===== src/rtl/lsu_pkg.sv =====
// Shared LSU definitions: RV32I load/store funct3 codes, FSM state encoding
// and the width/alignment helpers used by lsu_mem_master.
package lsu_pkg;

   localparam logic [2:0] LSU_F3_B  = 3'b000;
   localparam logic [2:0] LSU_F3_H  = 3'b001;
   localparam logic [2:0] LSU_F3_W  = 3'b010;
   localparam logic [2:0] LSU_F3_BU = 3'b100;
   localparam logic [2:0] LSU_F3_HU = 3'b101;

   typedef enum logic [1:0] {
      S_IDLE = 2'd0,
      S_ACC1 = 2'd1,
      S_ACC2 = 2'd2,
      S_RESP = 2'd3
   } lsu_state_e;

   function automatic logic [3:0] lsu_width_mask(input logic [2:0] f3);
      case (f3[1:0])
         2'b00:   return 4'b0001;
         2'b01:   return 4'b0011;
         default: return 4'b1111;
      endcase
   endfunction

   // Unsigned variants have no store form.
   function automatic logic lsu_f3_illegal(input logic [2:0] f3, input logic we);
      case (f3)
         LSU_F3_B, LSU_F3_H, LSU_F3_W: return 1'b0;
         LSU_F3_BU, LSU_F3_HU:         return we;
         default:                      return 1'b1;
      endcase
   endfunction

   function automatic logic lsu_misaligned(input logic [2:0] f3, input logic [1:0] off);
      return ((f3[1:0] == 2'b01) && off[0]) || ((f3[1:0] == 2'b10) && (off != 2'b00));
   endfunction

   function automatic logic lsu_crosses(input logic [3:0] mask, input logic [1:0] off);
      logic [3:0] size;
      size = mask[3] ? 4'd4 : (mask[1] ? 4'd2 : 4'd1);
      return ({2'b00, off} + size) > 4'd4;
   endfunction

endpackage


===== src/rtl/lsu_lane_align.sv =====
// Combinational byte-lane logic: store enable/data placement for the first
// and second word of an access, and load merge plus sign/zero extension.
module lsu_lane_align
   import lsu_pkg::*;
(
   input  logic [1:0]  off_i,
   input  logic [3:0]  mask_i,
   input  logic [2:0]  funct3_i,
   input  logic        second_i,
   input  logic [31:0] wdata_i,
   input  logic [31:0] lo_i,
   input  logic [31:0] hi_i,
   output logic [3:0]  st_en_o,
   output logic [31:0] st_data_o,
   output logic [31:0] ld_data_o
);

   logic [5:0]  sh_lo;
   logic [5:0]  sh_hi;
   logic [31:0] raw;

   assign sh_lo = {1'b0, off_i, 3'b000};
   assign sh_hi = 6'd32 - sh_lo;

   // Second word takes the bytes that spilled past lane 3.
   assign st_en_o   = second_i ? (mask_i >> (3'd4 - {1'b0, off_i}))
                               : 4'(({4'b0000, mask_i}) << off_i);
   assign st_data_o = second_i ? (wdata_i >> sh_hi) : (wdata_i << sh_lo);

   assign raw = 32'(({hi_i, lo_i}) >> sh_lo);

   always_comb begin
      ld_data_o = raw;
      case (funct3_i)
         LSU_F3_B:  ld_data_o = {{24{raw[7]}}, raw[7:0]};
         LSU_F3_H:  ld_data_o = {{16{raw[15]}}, raw[15:0]};
         LSU_F3_BU: ld_data_o = {24'd0, raw[7:0]};
         LSU_F3_HU: ld_data_o = {16'd0, raw[15:0]};
         default:   ld_data_o = raw;
      endcase
   end

endmodule


===== src/rtl/lsu_mem_master.sv =====
// Load/store initiator for the data memory port. Define LSU_MISALIGNED_EN to
// split word-crossing accesses; otherwise misaligned H/W requests return an error.
module lsu_mem_master
   import lsu_pkg::*;
(
   input  logic        clk,
   input  logic        rst_n,
   input  logic        req_valid,
   output logic        req_ready,
   input  logic        req_we,
   input  logic [2:0]  req_funct3,
   input  logic [31:0] req_addr,
   input  logic [31:0] req_wdata,
   output logic        resp_valid,
   output logic [31:0] resp_rdata,
   output logic        resp_err,
   output logic [29:0] mem_addr,
   output logic [3:0]  mem_write_en,
   output logic [31:0] mem_in_data,
   input  logic [31:0] mem_out_data
);

   lsu_state_e  state_q;
   logic [31:0] addr_q;
   logic [31:0] wdata_q;
   logic        we_q;
   logic [2:0]  f3_q;
   logic [3:0]  mask_q;
   logic        resp_valid_q;
   logic        resp_err_q;
   logic [31:0] resp_rdata_q;

   logic        req_bad;
   logic        second;
   logic        crosses;
   logic [31:0] lo_sel;
   logic [31:0] hi_sel;
   logic [3:0]  st_en;
   logic [31:0] st_data;
   logic [31:0] ld_data;

   always_comb begin
      req_bad = lsu_f3_illegal(req_funct3, req_we);
`ifndef LSU_MISALIGNED_EN
      if (lsu_misaligned(req_funct3, req_addr[1:0])) req_bad = 1'b1;
`endif
   end

`ifdef LSU_MISALIGNED_EN
   logic [31:0] lo_q;
   assign second  = (state_q == S_ACC2);
   assign crosses = lsu_crosses(mask_q, addr_q[1:0]);
   assign lo_sel  = second ? lo_q : mem_out_data;
   assign hi_sel  = second ? mem_out_data : 32'd0;
`else
   assign second  = 1'b0;
   assign crosses = 1'b0;
   assign lo_sel  = mem_out_data;
   assign hi_sel  = 32'd0;
`endif

   lsu_lane_align u_align (
      .off_i     (addr_q[1:0]),
      .mask_i    (mask_q),
      .funct3_i  (f3_q),
      .second_i  (second),
      .wdata_i   (wdata_q),
      .lo_i      (lo_sel),
      .hi_i      (hi_sel),
      .st_en_o   (st_en),
      .st_data_o (st_data),
      .ld_data_o (ld_data)
   );

   // Enables are gated by rst_n so a reset mid-access never commits a byte.
   always_comb begin
      mem_addr     = 30'd0;
      mem_write_en = 4'b0000;
      mem_in_data  = 32'd0;
      if (rst_n && (state_q == S_ACC1 || state_q == S_ACC2)) begin
         mem_addr = second ? (addr_q[31:2] + 30'd1) : addr_q[31:2];
         if (we_q) begin
            mem_write_en = st_en;
            mem_in_data  = st_data;
         end
      end
   end

   assign req_ready  = rst_n && (state_q == S_IDLE);
   assign resp_valid = resp_valid_q;
   assign resp_err   = resp_err_q;
   assign resp_rdata = resp_rdata_q;

   always_ff @(posedge clk) begin
      if (state_q == S_IDLE && req_valid) begin
         addr_q  <= req_addr;
         wdata_q <= req_wdata;
         we_q    <= req_we;
         f3_q    <= req_funct3;
         mask_q  <= lsu_width_mask(req_funct3);
      end
`ifdef LSU_MISALIGNED_EN
      if (state_q == S_ACC1) lo_q <= mem_out_data;
`endif
   end

   always_ff @(posedge clk) begin
      if (!rst_n) begin
         state_q      <= S_IDLE;
         resp_valid_q <= 1'b0;
         resp_err_q   <= 1'b0;
         resp_rdata_q <= 32'd0;
      end else begin
         resp_valid_q <= 1'b0;
         resp_err_q   <= 1'b0;
         case (state_q)
            S_IDLE: begin
               if (req_valid) begin
                  if (req_bad) begin
                     state_q      <= S_RESP;
                     resp_valid_q <= 1'b1;
                     resp_err_q   <= 1'b1;
                     resp_rdata_q <= 32'd0;
                  end else begin
                     state_q <= S_ACC1;
                  end
               end
            end
            S_ACC1: begin
               if (crosses) begin
                  state_q <= S_ACC2;
               end else begin
                  state_q      <= S_RESP;
                  resp_valid_q <= 1'b1;
                  resp_rdata_q <= we_q ? 32'd0 : ld_data;
               end
            end
`ifdef LSU_MISALIGNED_EN
            S_ACC2: begin
               state_q      <= S_RESP;
               resp_valid_q <= 1'b1;
               resp_rdata_q <= we_q ? 32'd0 : ld_data;
            end
`endif
            default: state_q <= S_IDLE;
         endcase
      end
   end

endmodule


===== config.mk =====
export PLATFORM = sky130hd
export DESIGN_NAME = lsu_mem_master
export DESIGN_NICKNAME = d
export VERILOG_FILES = /design/src/rtl/lsu_pkg.sv /design/src/rtl/lsu_lane_align.sv /design/src/rtl/lsu_mem_master.sv
export SDC_FILE = /design/constraint.sdc
export NUM_CORES = 1
export LEC_CHECK = 0
export CAP_MARGIN = 10
export CORE_MARGIN = 3
export CORE_UTILIZATION = 47
export DETAILED_ROUTE_END_ITERATION = 6
export HOLD_SLACK_MARGIN = 0.03
export PLACE_DENSITY = 0.84
export SLEW_MARGIN = 5
export SYNTH_ARGS = -nofsm -noshare
export SYNTH_HDL_FRONTEND = slang
export SYNTH_SLANG_ARGS = --single-unit

===== constraint.sdc =====
create_clock -name clk -period 4.8 [get_ports clk]
set_input_delay 1.2 -clock clk [delete_from_list [all_inputs] [get_ports clk]]
set_output_delay 1.2 -clock clk [all_outputs]
set_load 0.05 [all_outputs]

# Yosys cells after proc, flatten, opt, wreduce, memory -nomap -nowiden
# Cells that the tools add are included.
# word_totals
register_bits	108
input_bits	103
output_inout_bits	101
wordCells	61
# classes
eq_ne	13
n_shift	3
muxes	19
n_reduce_logical	17
# op_table
op	count
32-bit two-way mux	5
32-bit one-hot mux with 4 select lines	1
32-bit one-hot mux with 2 select lines	1
32-bit by 5-bit << shifter with 32-bit output	1
32-bit by 5-bit right shift with 32-bit output	1
30-bit two-way mux	1
3-bit == test, second input constant	4
4-bit two-way mux	2
4-bit one-hot mux with 2 select lines	1
3-bit by 1-bit == test with 1-bit output, second input constant	2
3-bit logical NOT	2
1-bit logical AND	5
2-bit by 1-bit == test with 1-bit output, second input constant	2
2-bit == test, second input constant	2
2-bit logical NOT	2
2-bit two-way mux	2
2-bit inequality test, second input constant	2
1-bit one-hot mux with 2 select lines	2
2-bit one-hot mux with 2 select lines	1
2-bit nonzero test	2
4-bit by 2-bit << shifter with 4-bit output	1
3-bit by 2-bit == test with 1-bit output, second input constant	1
1-bit two-way mux	3
3-bit AND reduction	1
4 further kinds	5

# Depth between registers and ports, before layout
# logic_depth
word_depth	7
mapped_depth	8
depth_no_buf	6

# Modules after synthesis
# Synthesis repeated with hierarchy kept, for this count alone.
# unflattened
hier_cells	542
hier_area_um2	6256.0
# by_module_without_submodules
module	instances	cells_per_inst	area_each_um2
lsu_mem_master	1	288	4022.6
lsu_lane_align	1	254	2233.4

# Least setup slack after synthesis
# Ideal clock, no wire load.
# synth_path
path_kind	input to output
start	input port rst_n
end	output port mem_in_data[0]
t_arrival_ps	3152
required_ps	3600
setup_slack_ps	448
cell_stages	3
n_path_buf	0
path_cell_list	nand3_1 > nor3_1 > and2_1
# synth_via
elab_chain_len	2
# synth_lines
element	line_no	source
start: declaration	lsu_mem_master.sv:7	input logic rst_n,
1-bit logical AND	lsu_mem_master.sv:80	if (rst_n && (state_q == S_ACC1 || state_q == S_ACC2)) begin
32-bit two-way mux	lsu_mem_master.sv:80	
end: declaration	lsu_mem_master.sv:19	output logic [31:0] mem_in_data,
# Every way passes these cells.

# Worst setup path after layout
# layout_path
start	register state_q[0]
end	output port mem_in_data[12]
# layout_via
elab_chain_len	4
# layout_lines
element	line_no	source
start: declaration	lsu_mem_master.sv:23	lsu_state_e state_q;
start signal: assignment	lsu_mem_master.sv:109	state_q <= S_IDLE;
start signal: assignment	lsu_mem_master.sv:120	state_q <= S_RESP;
start signal: assignment	lsu_mem_master.sv:125	state_q <= S_ACC1;
2-bit by 1-bit == test with 1-bit output / 2-bit == test (equally long branches)	lsu_mem_master.sv:80	
1-bit logical OR *	lsu_mem_master.sv:80	
1-bit logical AND *	lsu_mem_master.sv:80	
32-bit two-way mux *	lsu_mem_master.sv:80	
# Mark *: on every way between the ends. The rest lies on a longest branch, timed or not.

==> flow_summary.toml <==
[grt]
grt_usage = 0.2506
grt_pass1_vias = 4359
grt_max_degree = 72
grt_pass1_wl_um = 22490
grt_antenna_before_repair = 0
grt-ovfl-total = 0

[critical_path]
cp-start-kind = "flip-flop"
crit_type = "reg -> out"
crit_path_top_delay_cell = "ha_1"
crit_path_end_kind = "output port"
crit_path_cell_trace = "inv_1, ha_1, nand3_1, or2_1, nor2_1, buf_12"
arrival_ps = 3000
cp.required_ps = 3600
critical-path-max-stage-delay_ps = 750
cp_max_fo = 31

[detailed_routing]
drtPass1Iterations = 4
vias_per_cell = 5.603
drt_iter0_drc = 293
drc = 0
route.antenna.remaining_nets = 0
avgRoutedWirePerCell_um = 19.44
detailroute.via_count = 4191
drt_wl_total_um = 14540

[clock_tree]
clock-sinks = 106
clk_latency_ps = 360
cts.repair.resized = 0
cts_root_buf = "clkbuf_8"
htreeDepth = 3
cts_setup_buffers = 0
cts_inserted_buffers = 9
path_clk_slew_ps = 110
cts.hold.buffers_added = 0
cts_buffer_depth = 2
cts_tree = "built"

[logic_synthesis]
synth_top_area_share = 0.4274
ys_dominant_reg_cell = "edfxtp_1"
synth_top_cells_by_count = "edfxtp_1, nor2_1, dfxtp_1"
synthArstFlopShare = 0
synth-edff-count = 70
synthesis.area_mm2 = 0.004918
yosys_warnings = 0
synth_most_common_cell = "edfxtp_1"
synth_cell_types = 44
synth_cells = 422
synth_seq_cells = 106
syn_avg_cell_area_um2 = 11.66
synth-seq-area-share = 0.5739
synthTopCellsByArea = "edfxtp_1, dfxtp_1, mux2i_1"
post-synth-top-area-cell = "edfxtp_1"
synth.net_count = 527

[placement]
dp.cells = 732
portBuffers = 203
place.gp.congestion = 0.8997
dp_hpwl_um = 10960
pre_cts_slack_ps = 641.1

[sta]
min_period_over_period = 0.8749
setup_viol = 0
grt_setup_unrepaired = "no"
skew_ps = 10.06
clock.fmax_ghz = 0.2381
final_max_slew_viol_count = 0
tightest_slew_ps = 807.4
period_needed_ps = 4199
finalSetupTns_ps = 0
max_slew_margin = 0.4618
layout_setup_ws_ps = 600.7
hold_violations = 0

[pwr]
power.density_mw_per_mm2 = 377.0
p_total_mw = 2.828
irDropWorstVdd_mv = 0.3506
leakage_nw = 2.887

[die]
num_rows = 36
die-area_mm2 = 0.01173
die_w_um = 108.3
start_util = 0.4941
dieHeight_um = 108.3
core_area_mm2 = 0.009955
io_pins = 204

[layout]
drive_gt1_frac = 0.1642
seqCellArea_mm2 = 0.002823
areaGrowthSynthToFinish_pct = 52.53
postLayoutCoreUtil = 0.7536
multi_input_area_mm2 = 0.001901
fillers = 646
instances_no_fill = 748
fin_nets = 715
num_antenna_cells = 0

[min_path]
hp-class = "reg -> reg"

[status]
status = "finished, final reports clean"

[flow_run]
drv_cap = 0
## worst max-delay path, delay by kind of cell, from the launching register on
| family | cells | cell delay, ps |
|---|---|---|
| simple gates | 3 | 1270 |
| buf+inv | 2 | 230 |
| flops | 1 | 370 |
| fa+ha+maj | 1 | 750 |
## cell usage in the layout (no fill, tap or decap), drive strengths merged, types with 2 or more instances in the layout
master           n
clkdlybuf4s50  136
buf             75
edfxtp          70
nor2            41
dfxtp           36
mux2i           33
and3            30
nand2           25
a211oi          24
o21ai           20
nor2b           18
a32o            16
a21oi           10
and2            10
clkbuf           9
inv              9
a21boi           8
o31ai            8
a211o            8
nor3             3
or2              3
clkinv           3
nand3            2
ha               2
mux2             2
a221oi           2
## layout make-up
type | instances | area share
Timing Repair Buffer | 211 | 0.3199
Multi-Input combinational cell | 277 | 0.2533
Inverter | 5 | 0.002502
Tap cell | 133 | 0.02218
Sequential cell | 106 | 0.3763
Clock inverter | 7 | 0.009340
Clock buffer | 9 | 0.01651
## worst paths after layout
kind,from,endpoint,slack (ps),cells after the start
worst max-delay path,state_q[0],mem_in_data[12],600,6
worst min-delay path,resp_rdata[13],resp_rdata[13],460,2
worst min register to register,resp_rdata[13],resp_rdata[13],460,2
worst max register to register,addr_q[1],resp_rdata[12],2100,5
## layer usage
layer  part of all wire  global-route usage
met1               0.38              0.2928
met2               0.52              0.4414
met3              0.088             0.07522
met4              0.012             0.08115
met5                  0                   0
## kinds of logic after synthesis
| family | count (synthesis) | share of synthesized area |
|---|---|---|
| AOI/OAI and AO/OA | 104 | 0.1656 |
| adders and majority gates | 2 | 0.005087 |
| buffers and inverters | 39 | 0.03994 |
| DFF | 106 | 0.5739 |
| muxes | 36 | 0.07708 |
| and+or+nand+nor | 135 | 0.1384 |
## stage by stage
step,area [um^2],hold slack [ps]
2_1_floorplan,4918,503.6
3_3_place_gp,7308,440.1
3_5_place_dp,7308,443.4
4_1_cts,7502,465.7
5_1_grt,7502,489.0
6_report,7502,462.1
## where the power goes
group / switching, mW / internal [mW]
clock network: 0.329 / 0.204
registers: 0.0625 / 1.11
logic: 0.701 / 0.415
total: 1.09 / 1.73
## state kept, by name, summed over array words and instances, names as in the netlist
| signal | cells |
|---|---|
| addr_q | 32 |
| resp_rdata | 32 |
| wdata_q | 32 |
| f3_q | 3 |
| mask_q | 2 |
| state_q | 2 |
| resp_err | 1 |
| resp_valid | 1 |
| we_q | 1 |
Power figures use the tool's default switching activity.
